--- config.mk ---
export PLATFORM = sky130hd
export DESIGN_NAME = mc_ctrl
export DESIGN_NICKNAME = d
export VERILOG_FILES = /design/src/rtl/mc_ctrl.sv
export SDC_FILE = /design/constraint.sdc
export NUM_CORES = 1
export LEC_CHECK = 0
export ABC_AREA = 1
export CORE_UTILIZATION = 33
export DETAILED_ROUTE_END_ITERATION = 12
export HOLD_SLACK_MARGIN = 0.12
export PLACE_DENSITY_LB_ADDON = 0.2
export SLEW_MARGIN = 20
export SYNTH_ARGS = -nofsm -noshare
export SYNTH_HDL_FRONTEND = slang
export SYNTH_SLANG_ARGS = --single-unit
export TNS_END_PERCENT = 30
--- constraint.sdc ---
create_clock -name clk -period 1.05 [get_ports clk]
set_input_delay 0.105 -clock clk [delete_from_list [all_inputs] [get_ports clk]]
set_output_delay 0.105 -clock clk [all_outputs]
set_load 0.01 [all_outputs]
--- src/rtl/mc_ctrl.sv ---
// Multicycle processor control unit: sequences fetch, decode, memory access,
// ALU execute and write-back for a six-opcode instruction set.
module mc_ctrl (
  input  logic       clk,
  input  logic       rst,
  input  logic [5:0] op,
  input  logic       mem_ready,
  output logic       iord,
  output logic       memread,
  output logic       memwrite,
  output logic       irwrite,
  output logic       pcwrite,
  output logic       branch,
  output logic       regdst,
  output logic       regwrite,
  output logic       memtoreg,
  output logic       alusrca,
  output logic [1:0] alusrcb,
  output logic [1:0] pcsrc,
  output logic [1:0] aluop,
  output logic [3:0] state,
  output logic       instr_done,
  output logic       illegal_op
);

  // state   | meaning
  // FETCH   | read instruction at PC, load IR and PC+4 on mem_ready
  // DECODE  | read registers, precompute branch target, dispatch on op
  // MEMADR  | compute load/store effective address
  // MEMRD   | load data read, waits for mem_ready
  // MEMWB   | write loaded data to register file
  // MEMWR   | store write, strobe held until mem_ready
  // RTYPEEX | ALU operation selected by funct
  // ALUWB   | write ALU result to rd
  // BEQEX   | compare and conditionally load branch target
  // ADDIEX  | add sign-extended immediate
  // ADDIWB  | write immediate result to rt
  // JEX     | load jump target into PC

  localparam logic [5:0] OP_RTYPE = 6'b000000;
  localparam logic [5:0] OP_LW    = 6'b100011;
  localparam logic [5:0] OP_SW    = 6'b101011;
  localparam logic [5:0] OP_BEQ   = 6'b000100;
  localparam logic [5:0] OP_ADDI  = 6'b001000;
  localparam logic [5:0] OP_J     = 6'b000010;

  typedef enum logic [3:0] {
    S_FETCH   = 4'd0,
    S_DECODE  = 4'd1,
    S_MEMADR  = 4'd2,
    S_MEMRD   = 4'd3,
    S_MEMWB   = 4'd4,
    S_MEMWR   = 4'd5,
    S_RTYPEEX = 4'd6,
    S_ALUWB   = 4'd7,
    S_BEQEX   = 4'd8,
    S_ADDIEX  = 4'd9,
    S_ADDIWB  = 4'd10,
    S_JEX     = 4'd11
  } state_t;

  state_t st;

  always_ff @(posedge clk) begin
    if (rst) begin
      st <= S_FETCH;
    end else begin
      case (st)
        S_FETCH:   if (mem_ready) st <= S_DECODE;
        S_DECODE: begin
          case (op)
            OP_LW, OP_SW: st <= S_MEMADR;
            OP_RTYPE:     st <= S_RTYPEEX;
            OP_BEQ:       st <= S_BEQEX;
            OP_ADDI:      st <= S_ADDIEX;
            OP_J:         st <= S_JEX;
            default:      st <= S_FETCH;
          endcase
        end
        S_MEMADR: begin
          // op is held in IR, so it cannot change here; anything else is recovered via FETCH
          if (op == OP_LW)      st <= S_MEMRD;
          else if (op == OP_SW) st <= S_MEMWR;
          else                  st <= S_FETCH;
        end
        S_MEMRD:   if (mem_ready) st <= S_MEMWB;
        S_MEMWB:   st <= S_FETCH;
        S_MEMWR:   if (mem_ready) st <= S_FETCH;
        S_RTYPEEX: st <= S_ALUWB;
        S_ALUWB:   st <= S_FETCH;
        S_BEQEX:   st <= S_FETCH;
        S_ADDIEX:  st <= S_ADDIWB;
        S_ADDIWB:  st <= S_FETCH;
        S_JEX:     st <= S_FETCH;
        default:   st <= S_FETCH;
      endcase
    end
  end

  assign state = st;

  always_comb begin
    iord       = 1'b0;
    memread    = 1'b0;
    memwrite   = 1'b0;
    irwrite    = 1'b0;
    pcwrite    = 1'b0;
    branch     = 1'b0;
    regdst     = 1'b0;
    regwrite   = 1'b0;
    memtoreg   = 1'b0;
    alusrca    = 1'b0;
    alusrcb    = 2'b00;
    pcsrc      = 2'b00;
    aluop      = 2'b00;
    instr_done = 1'b0;
    illegal_op = 1'b0;
    case (st)
      S_FETCH: begin
        memread = 1'b1;
        alusrcb = 2'b01;
        irwrite = mem_ready;
        pcwrite = mem_ready;
      end
      S_DECODE: begin
        alusrcb = 2'b11;
        illegal_op = !(op == OP_LW || op == OP_SW || op == OP_RTYPE ||
                       op == OP_BEQ || op == OP_ADDI || op == OP_J);
      end
      S_MEMADR: begin
        alusrca = 1'b1;
        alusrcb = 2'b10;
      end
      S_MEMRD: begin
        iord    = 1'b1;
        memread = 1'b1;
      end
      S_MEMWB: begin
        memtoreg   = 1'b1;
        regwrite   = 1'b1;
        instr_done = 1'b1;
      end
      S_MEMWR: begin
        iord       = 1'b1;
        memwrite   = 1'b1;
        instr_done = mem_ready;
      end
      S_RTYPEEX: begin
        alusrca = 1'b1;
        aluop   = 2'b10;
      end
      S_ALUWB: begin
        regdst     = 1'b1;
        regwrite   = 1'b1;
        instr_done = 1'b1;
      end
      S_BEQEX: begin
        alusrca    = 1'b1;
        aluop      = 2'b01;
        pcsrc      = 2'b01;
        branch     = 1'b1;
        instr_done = 1'b1;
      end
      S_ADDIEX: begin
        alusrca = 1'b1;
        alusrcb = 2'b10;
      end
      S_ADDIWB: begin
        regwrite   = 1'b1;
        instr_done = 1'b1;
      end
      S_JEX: begin
        pcsrc      = 2'b10;
        pcwrite    = 1'b1;
        instr_done = 1'b1;
      end
      default: begin
      end
    endcase
  end

endmodule

* Word-level counts from Yosys, hierarchy flattened
Cells that the tools add are included. Widths: inputs -> output; s select.
Operators by class: equality and inequality tests 19, multiplexer cells 22, reductions and logical operators 16
Operators by type and width (number):
- $pmux 4 s7 | 1
- $pmux 4 s5 | 1
- $eq 4x3->1 const B | 4
- $eq 4x4->1 const B | 4
- $eq 6x6->1 const B | 2
- $mux 4 | 3
- $mux 1 | 10
- $eq 4x2->1 const B | 2
- $pmux 2 s2 | 2
- $reduce_or 2->1 | 4
- $eq 6x2->1 const B | 1
- $eq 6x3->1 const B | 1
- $eq 6x4->1 const B | 1
- $logic_not 6->1 | 1
- $mux 3 | 2
- $ne 2x2->1 const B | 3
- $pmux 2 s3 | 1
- $logic_or 1x1->1 | 5
- $reduce_or 5->1 | 1
- $eq 4x1->1 const B | 1
- $logic_not 4->1 | 1
- $pmux 1 s2 | 2
- $reduce_or 4->1 | 1
- $reduce_and 3->1 | 1
- other kinds (2) | 2
Storage, ports and cells: flip-flop bits (word level) 4, bits of input ports 9, output and inout port bits 22

* Longest topological paths before layout
depth after elaboration 8, gate-level depth with buffers 9, gate-level depth less buffers 9

* Worst setup path before layout
Ideal clock, no wire load.
path kind register to output, start point reg st[0] (netlist: state[0]), end point out illegal_op, arrival 1.163 ns, required time 0.945 ns, slack -0.218 ns, cell stages (with the launch flop) 7, buffers on the path 0, path through dfxtp_1 > inv_2 > nor2_2 > inv_2 > nor2_4 > inv_2 > nor4_2
On the way: longest elaborated chain between the ends 2
Ends and longest elaborated chain:
- start, declared | line 62 | state_t st;
- start signal, assigned | line 66 | st <= S_FETCH;
- start signal, assigned | line 69 | S_FETCH: if (mem_ready) st <= S_DECODE;
- start signal, assigned | line 72 | OP_LW, OP_SW: st <= S_MEMADR;
- $eq 4x1->1 | line 118 | case (st)
- $mux 1 | line 118
- end, declared | line 23 | output logic illegal_op
Every way passes these cells.

* Final worst setup path
start point reg st[0] (netlist: state[0]), end point out alusrcb[1]
On the way: longest elaborated chain between the ends 3, elaborated cells between the ends (all ways) 6, those cells by class eq/ne: 3; mux: 1; reduce/logical: 2
Ends and longest elaborated chain:
- $eq 4x4->1 or $eq 4x2->1 (tied branches) | line 118
- $reduce_or 2->1 (no line)
- $pmux 2 s3 * | line 118
- end, declared | line 18 | output logic [1:0] alusrcb,
Every way passes the cells marked *; elsewhere a longest branch is shown, timed or not.

==> metrics.txt <==
Setup Skew roughly 0.00045 ns; Sink Count 4; antenna-violating nets left 0; register bit total from synthesis 4; GPL Wtd Cong slightly above 0.8; reg2reg path depth 12; Hold Path Sink state[0]; crit path max fanout 4; Antenna diodes 0; Die Span Y about 42 um; Pleak 0.621 nW; reg2reg setup slack -0.33 ns; crit start category flip-flop; HP Class input pin to flip-flop; synthesized area per cell around 5.3 um^2; internal power consumption between 400 and 500 uW; first-pass GRT wire length between 3 and 4 mm; largest net degree at the start of global routing 7; switching power between 200 and 250 uW; top achievable clock speed slightly above 700 MHz; total wire length around 2.0 mm; row count 14; share of cells above drive strength 1 between 50 and 60%; H-tree depth 1; final core utilization about three quarters; FILL cells 109; via count 827; IO Count 31; violated checks DRC, setup timing; Fin. Hold Viols 0; via count of the first global-routing pass roughly 810; WP data arrival 1.31 ns; Reg clk slew, reported paths roughly 0.040 ns; CP required around 0.94 ns; clk buf depth 2; Critical R2R Launch state[0]; Multi-input gate area 473 um^2; Final setup viols 23; hold_ws between 0.4 and 0.5 ns; CP Class flip-flop to primary output; switch share approximately a third; total gr overflow 0; Port-buffer cells 30; setup ws final -0.369 ns; Tot GR Track Use between 20% and 30%; core area about 1500 um^2; hold buffer count at cts 0; period utilisation layout 135%; max incr delay on CP 0.39 ns; placed wire-length estimate ~1.3 mm; CTS tree built; max-cap viol count 0; CP endpoint kind primary output; DRC violations left 2; vias per inst 4.89; Worst Max-Slew Pin Slew about 0.22 ns; Layout area overhead 119%; post-synthesis sequential area ratio between 15 and 20%; worst min-delay path startpoint rst; sequential cell area roughly 95 um^2; worst skew pair latency ~0.24 ns; worst-path cell chain inv_4 > nor2_4 > inv_2 > nor2_2 > inv_1 > nand3_2 > buf_6; net count after synthesis 107; Root Driver clkbuf_4; initial core utilization between 30% and 40%; Power Density between 500 and 600 nW/um^2; 1st-iter DRT viols 14; Worst slew margin between 80% and 90%; max-slew violations 0; max reg flops 4; outcome finished, violations left; Seq pwr share approximately 25%; Synth area leader nand2_1; RSZ-0062 raised after global routing yes; Worst VDD drop just over 0.7 mV; CTS buffer count 3; Synth cell types 19; Slowest cell on crit path dfxtp_4; Final #Nets 164; combinational share of power between 40 and 50%; drt first pass iters 10; Syn Inst Count 98; width of the die 41.9 um; Die ar. approximately 1800 um^2; Synth top area share ~16%; Hold Path Cell Cnt 2; cell area after synthesis 524 um^2; DR WL/cell ~12 um; post-layout minimum cycle time about 1.4 ns; synth top area cells nand2_1 (16%), dfxtp_1 (15%), nor2_1 (15%); initial antenna violation count 0; Clock power frac between 20% and 30%; YS warnings 0; RR Endpoint state[0]
-- how the worst max path moves through the flow --
stage | from | end | slack (ns) | cells after the start
5_1_grt | state[0] | illegal_op | -0.45 | 7
6_report | state[0] | alusrcb[1] | -0.37 | 7
4_1_cts | state[2] | regwrite | -0.34 | 7
2_1_floorplan | state[2] | regwrite | -0.1 | 6
3_5_place_dp | op[2] | illegal_op | -0.83 | 6
3_3_place_gp | op[4] | illegal_op | -0.81 | 6
-- worst max-delay path: cells and delay by family, from the launching register on --
kind          cells  cell delay, ns
simple gates      3            0.36
buf+inv           4            0.33
flops             1            0.39
-- power groups by stage --
stage / clock [mW] / combinational (mW) / sequential (mW)
after floorplan: 0 / 0.122 / 0.172
after global placement: 0 / 0.274 / 0.171
after detailed placement: 0 / 0.276 / 0.171
after CTS: 0.197 / 0.295 / 0.166
after global routing: 0.205 / 0.331 / 0.168
final: 0.195 / 0.304 / 0.167
-- kinds of logic (layout without fill, tap and decap cells) --
group / count (synthesis) / count (layout) / share of synthesized area, %
AO/OA/AOI/OAI: 7 / 7 / 8.35
flip-flops: 4 / 4 / 15.3
buffers and inverters: 22 / 77 / 17.2
AND/OR/NAND/NOR: 65 / 65 / 59.2
-- metal layers --
layer  vias to the layer above  part of all wire (%)  GRT usage (%)
met5                         -                     0              0
met4                         0                   1.5           7.10
met3                         4                   3.2           3.91
met2                        22                    56           47.8
met1                       385                    39           27.2
li1                        416                     -              -
-- synth_stat cells --
| master | instances |
|---|---|
| nor4_2 | 1 |
| nand3_1 | 11 |
| nand2_2 | 2 |
| dfxtp_1 | 4 |
| nor2_4 | 1 |
| nand4_1 | 2 |
| o22ai_1 | 1 |
| nor2_1 | 21 |
| or2_1 | 1 |
| a21oi_2 | 1 |
| nor2_8 | 1 |
| a21oi_1 | 2 |
| nand2_1 | 22 |
| inv_2 | 7 |
| o21ai_0 | 2 |
| inv_1 | 13 |
| nor2_2 | 3 |
| buf_4 | 2 |
| o221ai_1 | 1 |
-- cells in the final DEF (no fill, tap or decap) --
cell	count
nand4_1	2
inv_4	4
o21ai_0	1
clkdlybuf4s15_2	5
buf_6	9
buf_2	10
clkdlybuf4s50_1	4
nor4_4	1
buf_4	20
a21oi_1	2
nor2_4	8
inv_2	7
dlygate4sd2_1	6
or2_1	1
nand3_1	7
a21oi_2	1
dfxtp_4	4
nand2_4	3
clkbuf_4	3
nor2_2	7
nand2_2	4
o22ai_1	1
nor2_1	10
nor2_8	1
o221ai_1	1
nand2_1	17
o21ai_1	1
inv_1	9
nand3_2	4
-- metrics by stage --
stage	setup WS (ns)	setup TNS, ns	area, um^2	cells	total power [mW]
global route	-0.449	-7.19	1150	169	0.704
finish	-0.369	-5.86	1150	169	0.666
detailed placement	-0.831	-9.73	993	161	0.447
CTS	-0.342	-5.67	1140	169	0.659
floorplan	-0.0989	-0.292	546	98	0.294
global placement	-0.812	-9.33	993	161	0.445
-- area by class of cell --
cell class	count	share of cell area, %
timing repair buffer	54	39.3
multi-input combinational	72	41.3
tap	16	1.75
inverter	20	7.42
clock buffer	3	1.97
sequential	4	8.30
-- repair_timing --
action,CTS,global route
resized for setup,123,8
buffers inserted,6,0
endpoints found under the setup margin,26,23
pin swaps,13,4
Power figures use the tool's default switching activity.
